<file path="config.mk">
export PLATFORM = sky130hd
export DESIGN_NAME = seq_comparator
export DESIGN_NICKNAME = d
export VERILOG_FILES = /design/src/rtl/cmp_pkg.sv /design/src/rtl/slice_cmp.sv /design/src/rtl/seq_comparator.sv
export SDC_FILE = /design/constraint.sdc
export NUM_CORES = 1
export LEC_CHECK = 0
export CORE_UTILIZATION = 31
export DETAILED_ROUTE_END_ITERATION = 12
export GPL_ROUTABILITY_DRIVEN = 0
export SYNTH_ARGS = -nofsm -noshare
export SYNTH_HDL_FRONTEND = slang
export SYNTH_HIERARCHICAL = 1
export SYNTH_SLANG_ARGS = --single-unit
</file>
<file path="constraint.sdc">
create_clock -name clk -period 5.02 [get_ports clk]
set_input_delay 0.502 -clock clk [delete_from_list [all_inputs] [get_ports clk]]
set_output_delay 0.502 -clock clk [all_outputs]
set_load 0.02 [all_outputs]
</file>
<file path="src/rtl/cmp_pkg.sv">
// rtl/cmp_pkg.sv - shared flag indices, FSM encoding and flag builder for seq_comparator
package cmp_pkg;

    localparam int FLAGS_W = 6;

    localparam int FLG_GT = 0;
    localparam int FLG_LT = 1;
    localparam int FLG_GE = 2;
    localparam int FLG_LE = 3;
    localparam int FLG_EQ = 4;
    localparam int FLG_NE = 5;

    typedef enum logic {
        ST_IDLE = 1'b0,
        ST_SCAN = 1'b1
    } state_t;

    // Full flag set derived from the two primary relations; eq is implied by neither.
    function automatic logic [FLAGS_W-1:0] make_flags(input logic gt, input logic lt);
        logic [FLAGS_W-1:0] f;
        logic               eq;
        eq        = ~gt & ~lt;
        f         = '0;
        f[FLG_GT] = gt;
        f[FLG_LT] = lt;
        f[FLG_GE] = gt | eq;
        f[FLG_LE] = lt | eq;
        f[FLG_EQ] = eq;
        f[FLG_NE] = ~eq;
        return f;
    endfunction

endpackage

</file>
<file path="src/rtl/slice_cmp.sv">
// rtl/slice_cmp.sv - combinational unsigned magnitude compare of one SLICE-bit slice
module slice_cmp #(
    parameter int SLICE = 2
) (
    input  logic [SLICE-1:0] a,
    input  logic [SLICE-1:0] b,
    output logic             gt,
    output logic             lt
);

    assign gt = (a > b);
    assign lt = (a < b);

endmodule

</file>
<file path="src/rtl/seq_comparator.sv">
// rtl/seq_comparator.sv - MSB-first multi-cycle magnitude comparator; CMP_TRISTATE_EN adds oe-gated flags
module seq_comparator
    import cmp_pkg::*;
#(
    parameter int WIDTH = 8,
    parameter int SLICE = 2
) (
    input  logic               clk,
    input  logic               rst_n,
    input  logic               start,
    input  logic               sgn,
    input  logic [WIDTH-1:0]   a,
    input  logic [WIDTH-1:0]   b,
`ifdef CMP_TRISTATE_EN
    input  logic               oe,
`endif
    output logic               busy,
    output logic               done,
    output logic [FLAGS_W-1:0] flags
);

    localparam int N     = WIDTH / SLICE;
    localparam int IDX_W = (N > 1) ? $clog2(N) : 1;

    localparam logic [IDX_W-1:0] IDX_TOP  = IDX_W'(N - 1);
    localparam logic [WIDTH-1:0] MSB_MASK = WIDTH'(1) << (WIDTH - 1);

    state_t               state;
    logic [IDX_W-1:0]     idx;
    logic [WIDTH-1:0]     a_reg;
    logic [WIDTH-1:0]     b_reg;
    logic [FLAGS_W-1:0]   flag_reg;
    logic [SLICE-1:0]     a_sl;
    logic [SLICE-1:0]     b_sl;
    logic                 s_gt;
    logic                 s_lt;

    assign a_sl = a_reg[idx*SLICE +: SLICE];
    assign b_sl = b_reg[idx*SLICE +: SLICE];

    slice_cmp #(.SLICE(SLICE)) u_slice_cmp (
        .a  (a_sl),
        .b  (b_sl),
        .gt (s_gt),
        .lt (s_lt)
    );

    always_ff @(posedge clk) begin
        if (!rst_n) begin
            state    <= ST_IDLE;
            idx      <= '0;
            a_reg    <= '0;
            b_reg    <= '0;
            flag_reg <= '0;
            busy     <= 1'b0;
            done     <= 1'b0;
        end else begin
            done <= 1'b0;
            case (state)
                ST_IDLE: begin
                    if (start) begin
                        // Flipping both sign bits maps two's-complement order onto unsigned order.
                        a_reg <= a ^ (sgn ? MSB_MASK : '0);
                        b_reg <= b ^ (sgn ? MSB_MASK : '0);
                        idx   <= IDX_TOP;
                        busy  <= 1'b1;
                        state <= ST_SCAN;
                    end
                end
                ST_SCAN: begin
                    if (s_gt || s_lt || (idx == '0)) begin
                        flag_reg <= make_flags(s_gt, s_lt);
                        done     <= 1'b1;
                        busy     <= 1'b0;
                        state    <= ST_IDLE;
                    end else begin
                        idx <= idx - 1'b1;
                    end
                end
                default: state <= ST_IDLE;
            endcase
        end
    end

`ifdef CMP_TRISTATE_EN
    assign flags = oe ? flag_reg : {FLAGS_W{1'bz}};
`else
    assign flags = flag_reg;
`endif

endmodule

</file>
---- After elaboration in Yosys (flattened, before gate mapping) ----
Cells that the tools add are included.
storage, ports and cells
  logic and storage cells ................. 43
  output and inout port bits .............. 8
  input port bits ......................... 20
  bits in registers ....................... 27
operators by class
  muxes and demuxes ....................... 11
  bitwise logic cells ..................... 9
  eq/ne operators ......................... 3
  add/sub/neg operators ................... 1
  $lt $le $gt $ge ......................... 2
  shifts and indexed selects .............. 2
  reductions and logical operators ........ 8
operators by type and width
  kind                                               number
  variable part select 8 x 4 -> 2 bit                2
  bitwise XOR 8 bit                                  2
  AND reduction 2 bit                                5
  two-way mux 8 bit                                  1
  two-way mux 1 bit                                  5
  two-way mux 2 bit                                  2
  != test 2 bit (second input constant)              2
  NOT 1 bit                                          4
  one-hot mux 1 bit (2 select lines)                 2
  one-hot mux 2 bit (2 select lines)                 1
  greater-than comparator 2 bit                      1
  logical NOT 2 bit                                  1
  logical OR 1 bit                                   2
  < comparator 2 bit                                 1
  != test 2 x 1 -> 1 bit (second input constant)     1
  OR 1 bit                                           2
  subtractor 2 x 1 -> 2 bit (second input constant)  1
  bitwise AND 1 bit                                  1

---- Longest topological paths before layout ----
  depth after elaboration ................. 6
  depth in mapped cells ................... 9
  gate-level depth less buffers ........... 8

---- By module ----
The synthesis kept the hierarchy.
by module, submodules not included
  module          area an instance (µm²)  cells an instance  instances
  seq_comparator  1101.1                  122                1
  slice_cmp       65.1                    7                  1

---- Worst setup path before layout ----
Ideal clock, no wire load.
  kind .................................... reg2reg
  from .................................... register idx[0]
  to ...................................... register idx[0]
  data required time ...................... 4.934 ns
  path buffers ............................ 1
  period minus slack after synthesis ...... 2.273 ns
  stages on the path, launching flop included .. 9
  arrival ................................. 2.188 ns
  path slack .............................. 2.747 ns
  library setup time ...................... 0.086 ns
  cells stage by stage .................... dfxtp_1 -> buf_2 -> mux4_2 -> ha_1 -> nor2b_4 -> a2bb2oi_2 -> nor4b_4 -> nor3_1 -> a211oi_1
between the ends
  word-level cells in the longest chain between the ends .. 6
ends and longest elaborated chain
  item                                  line                  RTL
  start, declared                       seq_comparator.sv:29  logic [IDX_W-1:0] idx;
  start signal, assigned                seq_comparator.sv:77  idx <= idx - 1'b1;
  variable part select 8 x 4 -> 2 bit   seq_comparator.sv:38  assign a_sl = a_reg[idx*SLICE +: SLICE];
  via a_sl[1]                           seq_comparator.sv:33  logic [SLICE-1:0] a_sl;
  greater-than comparator 2 bit         slice_cmp.sv:11       assign gt = (a > b);
  via s_gt                              seq_comparator.sv:35  logic s_gt;
  logical OR 1 bit (2 in series)        seq_comparator.sv:71  if (s_gt || s_lt || (idx == '0)) begin
  != test 2 bit (no source line)        n/a
  AND reduction 2 bit (no source line)  n/a
The timed path passes the listed nets, and every way through them passes these cells. The select of a mux whose other input is x is not followed.
A chain may end at the register's enable or synchronous reset.

---- Worst setup path in the final report ----
Same ends and word-level chain as after synthesis.

==> summary.txt <==
Cells and area
  – # diodes: 0
  – Share of layout cells above drive strength 1: 8.553%
  – Most common cell after layout, fill and taps aside: nand2_1
  – Area of the multi-input gates: 569.3 um^2
  – Sequential cell area: 540.5 um^2
  – Syn-to-layout area delta: 28.76%
  – Most frequent cells in the layout: nand2_1 (30), dfxtp_1 (27), clkdlybuf4s50_1 (27)
  – Nets@finish: 176
  – Non-Filler Instances: 198
  – Filler cells: 374

Synthesis
  – Syn_nets: 152
  – Number of synthesized register bits: 27
  – Post-Synth Adder-Cell Area: 3.219%
  – Synth Cell Area: 1166 um^2
  – Post-Syn Area per Cell: 9.040 um^2
  – Post-Synth Simple-Gate Area: 19.21%
  – Register area share after synthesis: 46.35%
  – XOR/XNOR share of the synthesized area: 1.502%
  – Cells after synthesis: 129
  – Synth Area in Compound Gates: 17.17%
  – Most area-consuming cells after synthesis: dfxtp_1 (46%), nand2_1 (9.7%), a21oi_1 (8.2%)
  – Yosys warns: 6
  – Synth area leader: dfxtp_1
  – Combinational family with the most area after synthesis: simple AND/OR/NAND/NOR gates
  – Mux cell area share after synthesis: 7.725%
  – Synth top area share: 46.35%
  – Library cells used by synthesis: 23

Clock tree
  – # resized after CTS: 0
  – H-tree depth: 1
  – CTS tree: done
  – Cts-stage hold buffer count: 0
  – Total CTS buffers: 3
  – Longest Clk Path Bufs: 2
  – Clock slew at reported path FFs: 0.09 ns
  – Worst skew pair latency: 0.27 ns
  – Clock sinks: 27
  – Clk root buf: clkbuf_8
  – Post-CTS Setup Bufs: 0

STA
  – Final Hold Vio Count: 0
  – Worst Setup Slack, final: 2.483 ns
  – Period utilization: 50.54%
  – Worst-case hold slack: 0.4618 ns
  – Clock skew: 0.002028 ns
  – TNS Setup: 0 ns
  – Setup violators final: 0
  – Slew Viols, Final: 0
  – Final Critical Period: 2.537 ns
  – Max Clock Freq: 394.2 MHz
  – Slew headroom: 51.13%
  – Slew @ Worst Pin: 0.7322 ns
  – RSZ-0062 raised after global routing: false

Floorplan
  – Rows: 21
  – Core area: 3468 um^2
  – Die Wd: 63.33 um
  – Chip height: 63.33 um
  – Starting Density: 33.62%
  – Die area: 4011 um^2
  – # IOs: 28

Worst setup path
  – Worst r2r dst: idx[0]
  – Setup crit end: idx[0]
  – Crit-path max FO: 7
  – R2R Setup Slk: 2.48 ns
  – CP bufs+invs: 0
  – Critical Path Start: idx[0]
  – WP data required: 5.20 ns
  – Path type of the worst setup path: flip-flop to flip-flop
  – Critical path, cell by cell: mux4_2 -> ha_1 -> nor2b_4 -> a2bb2oi_2 -> nor4b_4 -> nor3_1 -> a211oi_1
  – Arr. time, crit path: 2.72 ns
  – Worst reg2reg path depth: 7
  – Critical path depth in cells: 7
  – FF-to-FF Start: idx[0]
  – Delay-heaviest family, CP: simple AND/OR/NAND/NOR gates
  – Setup crit start kind: flip-flop
  – Crit-path max cell delay: 0.55 ns
  – Worst setup EP type: flip-flop
  – CP max-delay cell: mux4_2

Route
  – Vias/cell: 4.692
  – Met3 routed WL: 80 um
  – Routed len/inst: 11.03 um
  – DRT met1 WL: 1.137 mm
  – Routed Antenna Nets: 0
  – Drt first pass iters: 4
  – Drt drc: 0
  – DR WL met2: 931 um
  – Drt first-iter violations: 40
  – Via Count: 929
  – Aggregate routed wire length: 2.183 mm
  – Top Layer Used: met4

Placement
  – Post-DP HPWL: 1.593 mm
  – Placed cells: 194
  – Dpl ws: 2.529 ns
  – IO buf count: 27

GRT
  – Grt total ovfl: 0
  – Largest net degree at the start of global routing: 26
  – Initial antenna violation count: 0
  – Number of global-route vias before repair: 862
  – First-pass GRT wire length: 3.939 mm
  – GRT Overall Usage: 12.42%

Power
  – Pleak: 0.5517 nW
  – Peak VDD IR: 0.1144 mV
  – Cell Pwr Density: 331.2 nW/um^2

Min path
  – Hold Crit Class: flip-flop to flip-flop

Status
  – Status: finished clean

Flow run
  – Maxcap violations: 0
==> layer usage <==
metal	vias up	global-route usage, %
li1	488	-
met1	413	17.28
met2	25	18.75
met3	3	2.174
met4	0	5.114
met5	-	0
==> synth_stat cells <==
| cell | count |
|---|---|
| a211oi_1 | 4 |
| a21oi_1 | 19 |
| a22oi_1 | 2 |
| a2bb2oi_2 | 1 |
| and2b_2 | 1 |
| buf_2 | 5 |
| clkbuf_1 | 2 |
| clkbuf_2 | 1 |
| dfxtp_1 | 27 |
| ha_1 | 3 |
| inv_1 | 5 |
| mux4_2 | 4 |
| nand2_1 | 30 |
| nand2b_1 | 1 |
| nor2_1 | 11 |
| nor2b_4 | 1 |
| nor3_1 | 2 |
| nor3b_1 | 1 |
| nor4b_4 | 1 |
| o21ai_0 | 3 |
| o221a_2 | 2 |
| o31ai_1 | 1 |
| xnor2_1 | 2 |
==> logic make-up (layout without fill, tap and decap cells) <==
family | count (synthesis) | after routing
AND/OR/NAND/NOR | 48 | 48
AO/OA/AOI/OAI | 32 | 32
flip-flops | 27 | 27
buffers and inverters | 13 | 36
multiplexers | 4 | 4
adder cells (fa/ha/maj) | 3 | 3
XOR/XNOR | 2 | 2
==> power breakdown <==
part | switching (mW) | internal, mW
sequential | 0.0159 | 0.233
clock | 0.0653 | 0.0569
combinational | 0.0625 | 0.0640
total | 0.144 | 0.354
==> worst min-delay path, stage by stage (launching register included) <==
cell	delay [ns]
dfxtp_1	0.32
nand2_1	0.05
a21oi_1	0.05
==> through the flow <==
| step | area, um^2 | power (mW) | utilization, % |
|---|---|---|---|
| 3_5_place_dp | 1456 | 0.3808 | 41.99 |
| 5_1_grt | 1501 | 0.5298 | 43.29 |
| 4_1_cts | 1501 | 0.5026 | 43.29 |
| 2_1_floorplan | 1166 | 0.3390 | - |
| 6_report | 1501 | 0.4973 | 43.29 |
| 3_3_place_gp | 1456 | 0.3772 | 41.99 |
==> final cells by class <==
cell class,instances,share of cell area (%)
multi-input cells,89,37.92
flip-flops and latches,27,36.00
repair buffers,27,18.00
inverters,5,1.250
well taps,46,3.833
clock buffers,4,3.000
==> worst min path at each step <==
| stage | startpoint | to | slack (ns) | depth (start not counted) |
|---|---|---|---|---|
| 4_1_cts | a_reg[0] | a_reg[0] | 0.46 | 2 |
| 6_report | a_reg[0] | a_reg[0] | 0.46 | 2 |
| 3_5_place_dp | a_reg[0] | a_reg[0] | 0.45 | 2 |
| 2_1_floorplan | a_reg[4] | a_reg[4] | 0.43 | 2 |
| 3_3_place_gp | flags[5] | flags[5] | 0.45 | 2 |
| 5_1_grt | b_reg[6] | b_reg[6] | 0.49 | 2 |
Power figures use the tool's default switching activity.
